$ cat config.mk
export PLATFORM = sky130hd
export DESIGN_NAME = sum_accumulator
export DESIGN_NICKNAME = d
export VERILOG_FILES = /design/src/rtl/sum_acc_pkg.sv /design/src/rtl/sum_accumulator_sample_counter.sv /design/src/rtl/sum_accumulator.sv
export SDC_FILE = /design/constraint.sdc
export NUM_CORES = 1
export LEC_CHECK = 0
export ABC_AREA = 1
export CAP_MARGIN = 20
export CORE_ASPECT_RATIO = 0.5
export CORE_MARGIN = 10
export CORE_UTILIZATION = 48
export DETAILED_ROUTE_END_ITERATION = 12
export GPL_ROUTABILITY_DRIVEN = 0
export PLACE_DENSITY_LB_ADDON = 0.05
export SLEW_MARGIN = 20
export SYNTH_ARGS = -nofsm -noshare
export SYNTH_HDL_FRONTEND = slang
export SYNTH_SLANG_ARGS = --single-unit
$ cat constraint.sdc
create_clock -name clk -period 3.45 [get_ports clk]
set_input_delay 0.345 -clock clk [delete_from_list [all_inputs] [get_ports clk]]
set_output_delay 0.345 -clock clk [all_outputs]
set_load 0.05 [all_outputs]
$ cat src/rtl/sum_acc_pkg.sv
// Shared definitions for the sum_accumulator block: FSM state encoding and
// the width of one adder result sample.
package sum_acc_pkg;

   typedef enum logic [1:0] {
      IDLE  = 2'd0,
      ACCUM = 2'd1,
      HOLD  = 2'd2
   } state_t;

   localparam int SAMPLE_W = 5;

endpackage

$ cat src/rtl/sum_accumulator_sample_counter.sv
// Sample counter for sum_accumulator: counts accepted samples in a block and
// flags the slot holding the final sample of the block.
module sample_counter #(
   parameter int COUNT = 16,
   parameter int CNT_W = $clog2(COUNT + 1)
) (
   input  logic clk,
   input  logic rst_n,
   input  logic inc,
   input  logic clr,
   output logic terminal
);

   logic [CNT_W-1:0] cnt;

   // clr wins over inc so a block can end and restart the count in one edge
   always_ff @(posedge clk or negedge rst_n) begin
      if (!rst_n) begin
         cnt <= '0;
      end else if (clr) begin
         cnt <= '0;
      end else if (inc) begin
         cnt <= cnt + 1'b1;
      end
   end

   assign terminal = (cnt == CNT_W'(COUNT - 1));

endmodule

$ cat src/rtl/sum_accumulator.sv
// Accumulates COUNT 5-bit adder results into a block total and presents the
// total on a held valid/ready output with a sticky wrap flag.
module sum_accumulator
   import sum_acc_pkg::*;
#(
   parameter int ACC_W = 8,
   parameter int COUNT = 16,
   parameter int CNT_W = $clog2(COUNT + 1)
) (
   input  logic             clk,
   input  logic             rst_n,
   input  logic             in_valid,
   output logic             in_ready,
   input  logic [3:0]       in_sum,
   input  logic             in_cout,
   input  logic             clear,
   output logic             out_valid,
   input  logic             out_ready,
   output logic [ACC_W-1:0] out_total,
   output logic             out_ovf,
   output logic             busy
);

   state_t              state;
   state_t              state_nxt;
   logic [ACC_W-1:0]    acc;
   logic                ovf_acc;
   logic [SAMPLE_W-1:0] v;
   logic [ACC_W:0]      nxt;
   logic                accept;
   logic                terminal;
   logic                final_accept;
   logic                cnt_clr;

   assign v            = {in_cout, in_sum};
   assign nxt          = {1'b0, acc} + (ACC_W + 1)'(v);
   assign in_ready     = (state != HOLD) && !clear;
   assign accept       = in_valid && in_ready;
   assign final_accept = (state == ACCUM) && accept && terminal;
   assign cnt_clr      = clear || final_accept;
   assign busy         = (state != IDLE);

   sample_counter #(
      .COUNT (COUNT),
      .CNT_W (CNT_W)
   ) u_sample_counter (
      .clk      (clk),
      .rst_n    (rst_n),
      .inc      (accept),
      .clr      (cnt_clr),
      .terminal (terminal)
   );

   always_ff @(posedge clk or negedge rst_n) begin
      if (!rst_n) begin
         state <= IDLE;
      end else begin
         state <= state_nxt;
      end
   end

   // Unused encoding falls back to IDLE; clear forces IDLE from anywhere
   always_comb begin
      state_nxt = state;
      case (state)
         IDLE:    if (accept) state_nxt = ACCUM;
         ACCUM:   if (final_accept) state_nxt = HOLD;
         HOLD:    if (out_valid && out_ready) state_nxt = IDLE;
         default: state_nxt = IDLE;
      endcase
      if (clear) begin
         state_nxt = IDLE;
      end
   end

   // out_total deliberately survives clear so the last block stays readable
   always_ff @(posedge clk or negedge rst_n) begin
      if (!rst_n) begin
         acc       <= '0;
         ovf_acc   <= 1'b0;
         out_total <= '0;
         out_ovf   <= 1'b0;
         out_valid <= 1'b0;
      end else if (clear) begin
         acc       <= '0;
         ovf_acc   <= 1'b0;
         out_ovf   <= 1'b0;
         out_valid <= 1'b0;
      end else begin
         case (state)
            IDLE: begin
               if (accept) begin
                  acc     <= ACC_W'(v);
                  ovf_acc <= 1'b0;
               end
            end
            ACCUM: begin
               if (accept) begin
                  if (terminal) begin
                     out_total <= nxt[ACC_W-1:0];
                     out_ovf   <= ovf_acc | nxt[ACC_W];
                     out_valid <= 1'b1;
                     acc       <= '0;
                     ovf_acc   <= 1'b0;
                  end else begin
                     acc     <= nxt[ACC_W-1:0];
                     ovf_acc <= ovf_acc | nxt[ACC_W];
                  end
               end
            end
            HOLD: begin
               if (out_valid && out_ready) begin
                  out_valid <= 1'b0;
               end
            end
            default: begin
               acc     <= '0;
               ovf_acc <= 1'b0;
            end
         endcase
      end
   end

endmodule

==> results of run 1 <==
-- critical path: cells and delay by family --
family                 cells  cell delay (ns)
buffers and inverters      2             1.36
and+or+nand+nor            1             0.21
-- cell type report --
type	instances	area [um^2]
fill	298	1210
multi-input combinational	158	805
sequential	26	651
timing repair buffer	22	218
inverter	25	93.8
tap	40	50.0
clock buffer	3	41.3
-- flip-flops by register name (all words and copies together) (netlist names) --
signal                count
out_ovf                   1
out_total                 8
out_valid                 1
u_sample_counter.cnt      5
acc                       8
ovf_acc                   1
state                     2
-- layer usage --
metal	vias up	track usage	wire, um
met5	-	0	0
met4	0	0.0140	11
met3	2	0.0437	166
met2	20	0.224	1680
met1	663	0.151	1800
li1	719	-	-
-- worst max path at each step --
stage                                   startpoint                       end  slack [ns]  depth (start not counted)
2_1_floorplan  u_sample_counter.cnt[0]$_DFFE_PN0P_  out_total[3]$_DFFE_PN0P_        1.88                          9
3_3_place_gp                                 clear                  in_ready        1.23                          3
3_5_place_dp                                 clear                  in_ready        1.19                          3
4_1_cts                                      clear                  in_ready        1.18                          3
5_1_grt                                      clear                  in_ready        1.10                          3
6_report                                     clear                  in_ready        1.18                          3
-- kinds of logic after synthesis --
logic type                 count (synthesis)  share of synthesized area
buffers and inverters                     26                     0.0674
xor gates and xnor gates                   3                     0.0168
and+or+nand+nor                          133                      0.377
AOI/OAI and AO/OA                         14                     0.0529
DFF                                       26                      0.417
adders and majority gates                  8                     0.0690
-- synth_stat cells --
| cell | n | area [um^2] |
|---|---|---|
| nor2_1 | 10 | 37.5 |
| o21ai_2 | 1 | 8.76 |
| ha_1 | 7 | 87.6 |
| nor2_2 | 3 | 18.8 |
| nand2_2 | 2 | 12.5 |
| o21ai_0 | 3 | 15.0 |
| inv_1 | 22 | 82.6 |
| nand4_1 | 5 | 31.3 |
| fa_1 | 1 | 20.0 |
| a21o_1 | 1 | 7.51 |
| o22ai_1 | 1 | 6.26 |
| xor2_1 | 2 | 17.5 |
| xnor2_1 | 1 | 8.76 |
| nor2_4 | 3 | 33.8 |
| a22oi_1 | 2 | 15.0 |
| buf_6 | 1 | 11.3 |
| dfrtp_1 | 26 | 651 |
| nand3_2 | 1 | 10.0 |
| nand3_1 | 24 | 120 |
| nand2_1 | 83 | 312 |
| or2_2 | 1 | 6.26 |
| and3_1 | 1 | 6.26 |
| a21oi_1 | 6 | 30.0 |
| inv_2 | 3 | 11.3 |
-- per-stage QoR --
| stage | std cells | setup WS [ns] |
|---|---|---|
| final | 274 | 1.18 |
| after global routing | 274 | 1.10 |
| after CTS | 274 | 1.18 |
| after detailed placement | 271 | 1.19 |
| after global placement | 271 | 1.23 |
| after floorplan | 210 | 1.88 |
-- where the power goes --
group          internal, uW  total [uW]  switching, uW
clock                  78.2         170           91.5
combinational          75.5         203            127
sequential              329         351           21.6
total                   483         723            240
==> impl_metrics.csv, run 1 <==
group,metric,value,unit
status,status,"finished, final reports clean",
synthesis,ys_seq_area_frac,0.417,
drt,final_antenna_net_count,0,
die,chipHeight,60.3,um
drt,drc_errors,0,
cts,clkLatencyLatePin,0.27,ns
cts,clk_pin_slew,0.09,ns
drt,firstDrtPassIters,4,
setup_path,cp_max_fo,5,
drt,routed_wl,3660,um
finish,drive_above_1_share,0.0769,
finish,layout_commonest_cell,"nand2_1",
sta,rsz0062_at_grt,"false",
die,die_area,0.00607,mm^2
setup_path,crit_slowest_cell,"clkdlybuf4s50_1",
drt,vias,1404,
setup_path,worstReg2RegEnd,"out_total[2]$_DFFE_PN0P_",
sta,fin_crit,2.27,ns
sta,slew_viol_final,0,
cts,cts.sinks,26,
die,placeableCoreArea,0.00307,mm^2
sta,hold_viol,0,
global_route,grt_pass1_wl,6270,um
finish,finalInstanceArea,0.00186,mm^2
synthesis,yosysWarnings,0,
synthesis,synth.avg_cell_area,7.43,um^2
synthesis,synth_cell_types,24,
setup_path,r2r-start,"u_sample_counter.cnt[0]$_DFFE_PN0P_",
synthesis,ys_ff_latch,26,
sta,setup_tns,0,ns
cts,tritoncts,"done",
worst_hold_path,holdCritPathClass,"in2async",
setup_path,required,3.11,ns
global_route,grt_usage,0.127,
drt,wl_per_cell,13.4,um
power_and_ir_drop,p_total,723,uW
drt,drt_iter0_drc,38,
die,rows,14,
setup_path,critPathLaunchType,"input pin",
die,pin_count,22,
cts,htreeDepth,1,
finish,n_antenna_cell,0,
setup_path,r2r_cells,8,
synthesis,syn_area,0.00156,mm^2
sta,maxSlewHeadroom,0.663,
sta,finalCritPeriodShare,0.657,
finish,layout.nets,254,
cts,ctsHoldBuffers,0,
cts,post_cts_buffers,0,
power_and_ir_drop,p_per_area,389,mW/mm^2
global_route,antenna_found_initial,0,
setup_path,slowest_delay,0.83,ns
placement,post-dp-hpwl,2880,um
drt,viasPerCell,5.12,
synthesis,syn_inst,210,
sta,setup_violations,0,
setup_path,critPathKind,"in2out",
power_and_ir_drop,p_leak,0.00100,uW
setup_path,crit_path_frequent_cell,"clkdlybuf4s50_1",
die,start_util,0.509,
cts,clockRootBuffer,"clkbuf_8",
finish,final_cell_mix,"nand2_1, dfrtp_1, nand3_1, inv_1, clkdlybuf4s50_1",
die,die_x,101,um
global_route,grt_max_degree,27,
setup_path,worstPathArrival,1.92,ns
sta,fmax,441,MHz
global_route,grt-ovfl-total,0,
job,cap_violations,0,
placement,place_area,0.00182,mm^2
placement,portBuffers,21,
sta,whs,0.438,ns
global_route,first_global_vias,1387,
power_and_ir_drop,peakVddDrop,0.000197,V
finish,syn_to_final_growth,19.1,%
setup_path,crit_chain,"clkdlybuf4s50_1 -> nor2_4 -> clkdlybuf4s50_1",
setup_path,end_kind,"primary output",
cts,numCtsBuffers,3,
synthesis,syn-num-nets,228,
cts,ctsResizeCount,0,
finish,fin_util,0.606,
sta,fin_skew,0.00340,ns
sta,worst_pin_slew,0.504,ns
cts,cts.path.max_buffers,2,
setup_path,regToRegSetupSlack,1.62,ns
(Power assumes the default switching activity.)
==> inputs of run 2 (changes only) <==
==> constraint.sdc (replaced) <==
create_clock -name clk -period 2.08 [get_ports clk]
set_input_delay 0.208 -clock clk [delete_from_list [all_inputs] [get_ports clk]]
set_output_delay 0.208 -clock clk [all_outputs]
set_load 0.05 [all_outputs]
==> run 2 against run 1 <==
Effect of this change:
- flip-flop and latch count is the same
- critical path depth unchanged
- combinational power grew 73%
- sequential share of layout area is 0.85 points lower
- clock skew is 0.0039 ns higher
- first-iteration DRC count increased by 37%
- largest power group unchanged
- die area stayed put
- via count shrank 0.64%
- hold slack worse by 0.15 ns
- global-route usage shrank 0.29 points
- clock-buffer cell count rose by 1
- largest cell class unchanged
- sequential power grew 66%
==> impl_metrics.csv, run 2 (synthesis results as in run 1) <==
group,metric,value,unit
setup_path,worstSetupStartpoint,"state[1]$_DFFE_PN0P_",
cts,clk_pin_slew,0.10,ns
global_route,first_global_vias,1300,
cts,htreeDepth,1,
sta,setup_violations,0,
die,die_area,0.00607,mm^2
power_and_ir_drop,intPower,854,uW
power_and_ir_drop,combPwrFrac,0.277,
setup_path,crit_cells,3,
cts,cts.sinks,26,
setup_path,critPathKind,"reg2out",
power_and_ir_drop,netSwitchingPower,417,uW
die,pin_count,22,
power_and_ir_drop,p_clk_frac,0.266,
power_and_ir_drop,power_frac_seq,0.457,
drt,drt_iter0_drc,52,
global_route,grt-ovfl-total,0,
status,status,"finished, final reports clean",
finish,n_antenna_cell,0,
setup_path,regToRegSetupSlack,0.27,ns
sta,whs,0.291,ns
die,rows,14,
setup_path,end_kind,"primary output",
drt,routed_wl,3610,um
cts,clkLatencyLatePin,0.28,ns
setup_path,cp_top_family,"buffers and inverters",
sta,fin_crit,1.85,ns
finish,syn_to_final_growth,22.1,%
setup_path,worstPathArrival,1.65,ns
sta,finalCritPeriodShare,0.891,
global_route,grt_pass1_wl,6070,um
cts,tritoncts,"done",
die,die_x,101,um
setup_path,required,1.87,ns
cts,cts.path.max_buffers,2,
finish,layout_commonest_cell,"nand2_1",
finish,layout.nets,257,
setup_path,crit_slowest_cell,"clkdlybuf4s50_1",
placement,portBuffers,21,
global_route,grt_max_degree,27,
sta,worst_pin_slew,0.508,ns
drt,vias,1395,
finish,drive_above_1_share,0.0966,
power_and_ir_drop,p_leak,0.00103,uW
cts,post_cts_buffers,0,
drt,drc_errors,0,
drt,wl_per_cell,13.0,um
drt,viasPerCell,5.02,
cts,clockRootBuffer,"clkbuf_8",
setup_path,worstReg2RegEnd,"out_ovf$_DFFE_PN0P_",
cts,numCtsBuffers,3,
sta,hold_viol,0,
sta,slew_viol_final,0,
cts,ctsHoldBuffers,0,
global_route,grt_usage,0.124,
sta,rsz0062_at_grt,"false",
setup_path,r2r-start,"u_sample_counter.cnt[0]$_DFFE_PN0P_",
setup_path,crit_chain,"nor2_1 -> inv_1 -> clkdlybuf4s50_1",
finish,top_regs,"acc (8), out_total (8), u_sample_counter.cnt (5)",
die,chipHeight,60.3,um
placement,post-dp-hpwl,2810,um
sta,maxSlewHeadroom,0.660,
drt,final_antenna_net_count,0,
sta,setup_tns,0,ns
setup_path,slowest_delay,0.80,ns
worst_hold_path,holdCritPathClass,"in2async",
power_and_ir_drop,swShare,0.328,
finish,finalInstanceArea,0.00190,mm^2
setup_path,r2r_cells,8,
cts,ctsResizeCount,0,
setup_path,critPathLaunchType,"flip-flop",
placement,place_area,0.00185,mm^2
job,cap_violations,0,
die,placeableCoreArea,0.00307,mm^2
global_route,antenna_found_initial,0,
power_and_ir_drop,p_per_area,667,mW/mm^2
setup_path,cp_num_buf_inv,2,
sta,fin_skew,0.00729,ns
power_and_ir_drop,peakVddDrop,0.000312,V
die,start_util,0.509,
drt,firstDrtPassIters,4,
sta,fmax,540,MHz
finish,final_cell_mix,"nand2_1, dfrtp_1, nand3_1, inv_1, clkdlybuf4s50_1",
setup_path,cp_max_fo,4,
run 2: changes by cell type in the layout (fill, tap and decap cells not counted), sizes merged:
| cell | before | now |
|---|---|---|
| clkbuf | 3 | 4 |
| clkdlybuf4s50 | 21 | 20 |
| buf | 1 | 5 |
run 2: worst max path at each step:
stage | endpoint | slack (ns)
CTS | busy | 0.20
global route | u_sample_counter.cnt[2]$_DFFE_PN0P_ | 0.09
detailed placement | out_ovf$_DFFE_PN0P_ | 0.08
floorplan | out_total[3]$_DFFE_PN0P_ | 0.51
finish | busy | 0.23
global placement | out_ovf$_DFFE_PN0P_ | 0.13
run 2: layout make-up:
type	count	area [um^2]
fillers	282	1160
multi-input cells	158	805
flip-flops and latches	26	651
repair buffers	25	250
inverters	25	93.8
clock buffers	4	55.1
well taps	40	50.0
run 2: power groups by stage:
stage / Combinational, uW / Clock, uW / Sequential [uW]
floorplan: 210 / 0 / 607
global placement: 348 / 0 / 589
detailed placement: 354 / 0 / 590
CTS: 356 / 351 / 581
global route: 398 / 372 / 588
finish: 352 / 338 / 581
run 2: worst register-to-register path, cell delays in order, from the launching register on:
cell	delay, ns
dfrtp_1	0.43
ha_1	0.23
and3_1	0.19
ha_1	0.22
nand2_2	0.14
nor2_4	0.09
nor2_1	0.26
nand2_1	0.09
o21ai_0	0.08
run 2: metrics by stage:
step | util | total power [uW] | instances | worst slack [ns]
2_1_floorplan | - | 818 | 210 | 0.513
3_3_place_gp | 0.603 | 937 | 274 | 0.125
3_5_place_dp | 0.603 | 945 | 274 | 0.0761
4_1_cts | 0.621 | 1290 | 278 | 0.199
5_1_grt | 0.621 | 1360 | 278 | 0.0921
6_report | 0.621 | 1270 | 278 | 0.226
run 2: per-layer routing:
metal / GRT usage / up-vias / part of all wire
li1: - / 726 / -
met1: 0.155 / 644 / 0.49
met2: 0.201 / 21 / 0.45
met3: 0.0391 / 4 / 0.047
met4: 0.0380 / 0 / 0.0064
met5: 0 / - / 0
